`src/rtl/bell_ring_ctrl.sv`:
```
// Alarm bell sequencer: rings on an hh:mm:00 alarm match and stops on StopKey or when the burst runs out.
// Define BELL_RING_CTRL_SNOOZE_EN to build in the snooze state and the snooze counting.
module bell_ring_ctrl #(
    parameter int RING_SECS   = 60,
    parameter int SNOOZE_SECS = 300,
    parameter int MAX_SNOOZE  = 3
) (
    input  logic       CP,
    input  logic       CR,
    input  logic       EN,
    input  logic       SecTick,
    input  logic       BellEn,
    input  logic       SetBellMode,
    input  logic [3:0] CurHouh,
    input  logic [3:0] CurHoul,
    input  logic [3:0] CurMinh,
    input  logic [3:0] CurMinl,
    input  logic [3:0] CurSech,
    input  logic [3:0] CurSecl,
    input  logic [3:0] BelHouh,
    input  logic [3:0] BelHoul,
    input  logic [3:0] BelMinh,
    input  logic [3:0] BelMinl,
    input  logic       SnoozeKey,
    input  logic       StopKey,
    output logic       BellOut,
    output logic       Ringing,
    output logic       Snoozing,
    output logic [1:0] SnoozeCnt
);

    localparam int RingW = (RING_SECS > 1) ? $clog2(RING_SECS) : 1;
    localparam logic [RingW-1:0] RingLast = RingW'(RING_SECS - 1);

`ifdef BELL_RING_CTRL_SNOOZE_EN
    localparam int SnzW = (SNOOZE_SECS > 1) ? $clog2(SNOOZE_SECS) : 1;
    localparam logic [SnzW-1:0] SnzLast = SnzW'(SNOOZE_SECS - 1);

    typedef enum logic [1:0] {IDLE, RING, SNOOZE} stateType;
    logic [SnzW-1:0] snzCnt;
`else
    typedef enum logic [1:0] {IDLE, RING} stateType;
    logic unusedSnooze;
    assign unusedSnooze = SnoozeKey ^ (SNOOZE_SECS > 0) ^ (MAX_SNOOZE > 0);
`endif

    stateType         state;
    logic [RingW-1:0] ringCnt;
    logic             ringPhase;
    logic             alarmMatch;
    logic             ringDone;
    logic             snzStop;
    logic             toIdle;

    // Every path back to IDLE is gathered here so the register block has a single idle branch.
    always_comb begin
        alarmMatch = SecTick && (CurSech == 4'd0) && (CurSecl == 4'd0)
                     && ({CurHouh, CurHoul, CurMinh, CurMinl} == {BelHouh, BelHoul, BelMinh, BelMinl});
        ringDone   = SecTick && (ringCnt == RingLast);
`ifdef BELL_RING_CTRL_SNOOZE_EN
        snzStop    = SnoozeKey && (SnoozeCnt >= 2'(MAX_SNOOZE));
`else
        snzStop    = 1'b0;
`endif
        toIdle     = SetBellMode || !BellEn
                     || (EN && (state == RING) && (StopKey || snzStop || ringDone));
`ifdef BELL_RING_CTRL_SNOOZE_EN
        toIdle     = toIdle || (EN && (state == SNOOZE) && StopKey);
`endif
    end

    always_ff @(posedge CP or posedge CR) begin
        if (CR) begin
            state     <= IDLE;
            ringCnt   <= '0;
            ringPhase <= 1'b0;
            BellOut   <= 1'b0;
            Ringing   <= 1'b0;
            Snoozing  <= 1'b0;
            SnoozeCnt <= '0;
`ifdef BELL_RING_CTRL_SNOOZE_EN
            snzCnt    <= '0;
`endif
        end else if (toIdle) begin
            state     <= IDLE;
            ringCnt   <= '0;
            ringPhase <= 1'b0;
            BellOut   <= 1'b0;
            Ringing   <= 1'b0;
            Snoozing  <= 1'b0;
            SnoozeCnt <= '0;
        end else if (!EN) begin
            BellOut <= 1'b0;
        end else begin
            // ringPhase survives an EN pause so the bell resumes in step with the ring count
            BellOut <= (state == RING) && ringPhase;
            case (state)
                IDLE: begin
                    if (alarmMatch) begin
                        state     <= RING;
                        Ringing   <= 1'b1;
                        ringCnt   <= '0;
                        ringPhase <= 1'b1;
                        BellOut   <= 1'b1;
                    end
                end
                RING: begin
`ifdef BELL_RING_CTRL_SNOOZE_EN
                    if (SnoozeKey) begin
                        state     <= SNOOZE;
                        Ringing   <= 1'b0;
                        Snoozing  <= 1'b1;
                        SnoozeCnt <= SnoozeCnt + 2'd1;
                        snzCnt    <= '0;
                        ringPhase <= 1'b0;
                        BellOut   <= 1'b0;
                    end else
`endif
                    if (SecTick) begin
                        ringCnt   <= ringCnt + 1'b1;
                        ringPhase <= ~ringPhase;
                        BellOut   <= ~ringPhase;
                    end
                end
`ifdef BELL_RING_CTRL_SNOOZE_EN
                SNOOZE: begin
                    if (SecTick) begin
                        if (snzCnt == SnzLast) begin
                            state     <= RING;
                            Snoozing  <= 1'b0;
                            Ringing   <= 1'b1;
                            ringCnt   <= '0;
                            ringPhase <= 1'b1;
                            BellOut   <= 1'b1;
                        end else begin
                            snzCnt <= snzCnt + 1'b1;
                        end
                    end
                end
`endif
                default: begin
                    state    <= IDLE;
                    Ringing  <= 1'b0;
                    Snoozing <= 1'b0;
                end
            endcase
        end
    end

endmodule
```
`config.mk`:
```
export PLATFORM = sky130hd
export DESIGN_NAME = bell_ring_ctrl
export DESIGN_NICKNAME = d
export VERILOG_FILES = /design/src/rtl/bell_ring_ctrl.sv
export SDC_FILE = /design/constraint.sdc
export NUM_CORES = 1
export LEC_CHECK = 0
export ABC_AREA = 0
export BUFFER_PORTS_ARGS = -buffer_cell sky130_fd_sc_hd__buf_4
export CORE_ASPECT_RATIO = 1.1
export CORE_MARGIN = 5
export CORE_UTILIZATION = 30
export DETAILED_ROUTE_END_ITERATION = 8
export PLACE_DENSITY_LB_ADDON = 0.25
export SLEW_MARGIN = 10
export SYNTH_ARGS = -nofsm -noshare
export SYNTH_HDL_FRONTEND = slang
export SYNTH_SLANG_ARGS = --single-unit
```
`constraint.sdc`:
```
create_clock -name CP -period 1.5 [get_ports CP]
set_input_delay 0.15 -clock CP [delete_from_list [all_inputs] [get_ports CP]]
set_output_delay 0.15 -clock CP [all_outputs]
set_load 0.05 [all_outputs]
```
* Word-level counts from Yosys, hierarchy flattened
Index checks and enable logic that the tools add are counted.
** Operators by class
- $add $sub $neg :: 1
- $mul :: 0
- Div/mod/pow operators :: 0
- Order comparisons :: 0
- Equal/unequal tests :: 7
- Shift operators :: 0
- Multiplexer cells :: 25
- Bitwise gates (word level) :: 1
- Reductions and logical operators :: 20
** Operators by type and width (number)
- two-way mux 6 bit :: 4
- == test 16 bit :: 1
- two-way mux 1 bit :: 13
- one-hot mux 6 bit (2 select lines) :: 1
- logical NOT 4 bit :: 2
- logical AND 1 bit :: 7
- adder 6 x 1 -> 6 bit, second input constant :: 1
- == test 6 bit, second input constant :: 1
- two-way mux 2 bit :: 3
- != test 3 bit, second input constant :: 2
- one-hot mux 1 bit (2 select lines) :: 3
- one-hot mux 2 bit (2 select lines) :: 1
- AND reduction 4 bit :: 1
- logical OR 1 bit :: 3
- AND reduction 3 bit :: 1
- nonzero test 3 bit :: 1
- == test 2 x 1 -> 1 bit, second input constant :: 1
- logical NOT 2 bit :: 1
- != test 2 x 1 -> 1 bit, second input constant :: 1
- != test 2 bit, second input constant :: 1
- AND reduction 2 bit :: 1
- nonzero test 2 bit :: 1
- OR reduction 2 bit :: 1
- logical NOT 1 bit :: 1
- NOT 1 bit :: 1
** Word-level totals
- Bits in registers :: 12
- Latch bits :: 0
- Bits in writable memories :: 0
- Bits in read-only memories :: 0
- Input bits :: 48
- Output and inout bits :: 5
- Logic and storage cells :: 60
- Memories kept :: 0

* Longest topological paths before layout
- Depth after elaboration :: 8
- Depth in mapped cells :: 6
- Gate-level depth less buffers :: 6

* Worst setup path before layout
No wires, ideal clock.
- Path type :: register -> register
- Start :: reg, netlist name Ringing
- End :: reg ringCnt[3]
- Library setup time :: 87 ps
- Data arrival time :: 1798 ps
- Data required time :: 1413 ps
- Path slack :: -385 ps
- Stages on the path, launching flop included :: 6
- Path buffers :: 0
- Clock period less this slack :: 1885 ps
- Path through :: dfrtp_1 nand3_2 or3_4 nor2_2 a211oi_1 a211oi_2
** RTL lines
- to (signal assigned) :: RTL line 120 : ringCnt <= ringCnt + 1'b1;
- to (decl) :: RTL line 48 : logic [RingW-1:0] ringCnt;

* Final worst setup path
- Start :: reg ringCnt[1]
- End :: reg ringCnt[5]
** Between the ends
- Word-level cells in the longest chain between the ends :: 7
- Elaborated cells between the ends (all ways) :: 15
- Classes of those cells :: add/sub (1); eq/ne (3); mux (4); reduce/logical (7)
** Ends and longest elaborated chain
- parallel branches: the longest is 7 deep, another holds adder 6 x 1 -> 6 bit
Parallel ways; which one is timed is not known. The select of a mux whose other input is x is not followed.
A chain may end at the register's enable or synchronous reset.

==> flow_metrics.tcl <==
set metrics [dict create \
    synth_top_cells_by_area "dfrtp_1 (28%), xnor2_1 (18%), nor2_1 (4.3%)" \
    ys_ff_latch 9 \
    status "finished, final reports clean" \
    antenna_left 0 \
    vias 907 \
    synth_cells 91 \
    grt_util_all_layers 0.122 \
    worst_hold_path_type "in -> reg" \
    cap_violations 0 \
    fp.dieArea_um2 3780 \
    cts.reportedPaths.clkPinSlew_ns 0.06 \
    clk_latency_ns 0.26 \
    finalHoldViolCount 0 \
    fp.dieH_um 64.0 \
    async_flop_share 1.00 \
    numCtsBuffers 3 \
    wl_mm 2.32 \
    yosysWarnings 0 \
    timing.hold.ws_ns 0.234 \
    power.density_nw_per_um2 455 \
    drv_slew 0 \
    fin_crit_ns 1.44 \
    drtIter0Drc 15 \
    avgSynthCellArea_um2 8.73 \
    total_power_mw 0.620 \
    end_kind "register" \
    numClockSinks 9 \
    path_class "reg -> reg" \
    synthFlopType "dfrtp_1" \
    grt_max_degree 10 \
    grt-ovfl-total 0 \
    globalplace.congestion 0.783 \
    drcViolationCount 0 \
    cts_tree "built" \
    setup_viol 0 \
    clockBufferDepth 2 \
    drive_above_1_share 0.513 \
    grt_pass1_vias 919 \
    cts_setup_buffers 0 \
    fin_crit_sh 0.959 \
    clockRootBuffer "clkbuf_4" \
    cp-start-kind "register" \
    path_max_fanout 4 \
    clock_skew_ns 0.00607 \
    antenna_found_initial 0 \
    area.growth.synth_to_final_pct 71.3 \
    wire_per_inst_um 12.7 \
    ios 53 \
    finalSetupTns_ns 0 \
    nets 202 \
    fmax_ghz 0.695 \
    vdd_ir_drop_max_mv 0.226 \
    ys_seq_area_frac 0.283 \
    synth.distinct_cells 34 \
    numPortBuffers 48 \
    rows 19 \
    cp.required_ns 1.63 \
    dp_hpwl_mm 1.94 \
    start_util 0.315 \
    cts_max_level 1 \
    diodes 0 \
    vias_per_cell 4.96 \
    grt_pass1_wl_mm 3.67 \
    core_area_um2 2520 \
    die_w_um 59.1 \
    yosysTopAreaCell "dfrtp_1" \
    p_leak_nw 0.568 \
    fin_util 0.540 \
    syn_area_um2 795 \
    first_pass_iters 4 \
    synth_top_area_share 0.283 \
    synth_edf_count 0 \
    arrival_ns 1.57 \
]
==> Yosys cell counts (2+ instances only) <==
master    number
dfrtp_1        9
o21ai_0        5
a32o_1         2
nor2_1         9
nor4_1         2
xnor2_1       16
nor2b_1        2
a21oi_1        2
a211oi_1       3
nand3_1        3
nand4_1        3
nor3_1         2
buf_4          3
a31oi_1        4
inv_1          3
nand2_1        5
==> area by class of cell <==
cell class	count	area (µm²)
Timing Repair Buffer	58	450
Inverter	3	11.3
Tap cell	31	38.8
Fill cell	256	1160
Sequential cell	9	229
Clock buffer	4	26.3
Multi-Input combinational cell	78	606
==> worst paths after layout <==
kind,slack (ns),depth (start not counted),end,start
min in group asynchronous,0.42,3,Ringing$_DFFE_PP0P_,CR
min reg2reg,0.55,1,ringCnt[5]$_DFFE_PP0P_,ringCnt[5]$_DFFE_PP0P_
min,0.23,3,BellOut$_DFF_PP0_,SecTick
max,0.06,7,ringCnt[5]$_DFFE_PP0P_,ringCnt[1]$_DFFE_PP0P_
max reg2reg,0.06,7,ringCnt[5]$_DFFE_PP0P_,ringCnt[1]$_DFFE_PP0P_
max in group asynchronous,0.79,3,Ringing$_DFFE_PP0P_,CR
==> worst max-delay path, stage by stage (launching register included) <==
cell      delay [ns]
dfrtp_1         0.39
ha_4            0.17
nand3b_1        0.15
buf_4           0.19
a211oi_2        0.18
nor2b_1         0.08
o21ai_1         0.12
a31oi_1         0.05
==> where the power goes <==
group / switching [mW] / internal [mW] / total (mW)
logic: 0.0749 / 0.115 / 0.190
clock network: 0.0842 / 0.102 / 0.187
registers: 0.000227 / 0.243 / 0.243
total: 0.159 / 0.460 / 0.620
==> layer usage <==
metal | track usage | vias to the layer above | routed length (µm) | share of wire
li1 | - | 449 | - | -
met5 | 0 | - | 0 | 0
met3 | 0.0241 | 2 | 184 | 0.079
met1 | 0.152 | 414 | 924 | 0.40
met4 | 0.0425 | 0 | 19 | 0.0082
met2 | 0.207 | 42 | 1190 | 0.51
==> cell families (layout without fill, tap and decap cells) <==
kind of cell | count (synthesis) | in the layout | synth area share
AND/OR/NAND/NOR | 35 | 35 | 0.263
AO/OA/AOI/OAI | 22 | 22 | 0.203
XOR/XNOR | 17 | 17 | 0.187
flip-flops | 9 | 9 | 0.283
buffers and inverters | 6 | 65 | 0.0425
adder cells (fa/ha/maj) | 1 | 1 | 0.0157
other | 1 | 3 | 0.00472
==> placed cells by master (no fill, tap or decap), drive strengths merged, types with 2 or more instances in the layout <==
| cell type | n |
|---|---|
| buf | 57 |
| nor3 | 2 |
| nor2b | 2 |
| nor4 | 3 |
| clkbuf | 4 |
| nand2 | 6 |
| a211oi | 4 |
| conb | 3 |
| o21ai | 5 |
| nand3 | 4 |
| a31oi | 4 |
| nor2 | 10 |
| inv | 3 |
| a21oi | 2 |
| nand4 | 3 |
| a32o | 2 |
| dfrtp | 9 |
| xnor2 | 16 |
==> stage by stage <==
stage / setup WS (ns) / cell area [µm²] / instances
global route: -0.0656 / 1360 / 183
finish: 0.0613 / 1360 / 183
floorplan: -0.0191 / 818 / 93
CTS: 0.0327 / 1310 / 183
detailed placement: -0.125 / 1270 / 178
global placement: -0.0979 / 1270 / 178
==> registers in the layout, indices dropped and copies added (netlist names) <==
name,count
BellOut,1
ringCnt,6
Ringing,1
ringPhase,1
==> timing repair <==
action                                 in CTS  in global routing
endpoints found under the hold margin       9                  0
hold buffers                                1                  0
setup endpoints to repair                   3                  8
pin swaps                                   0                  2
resized for setup                           1                 11
Note: power is estimated with default switching activity, not from simulation.
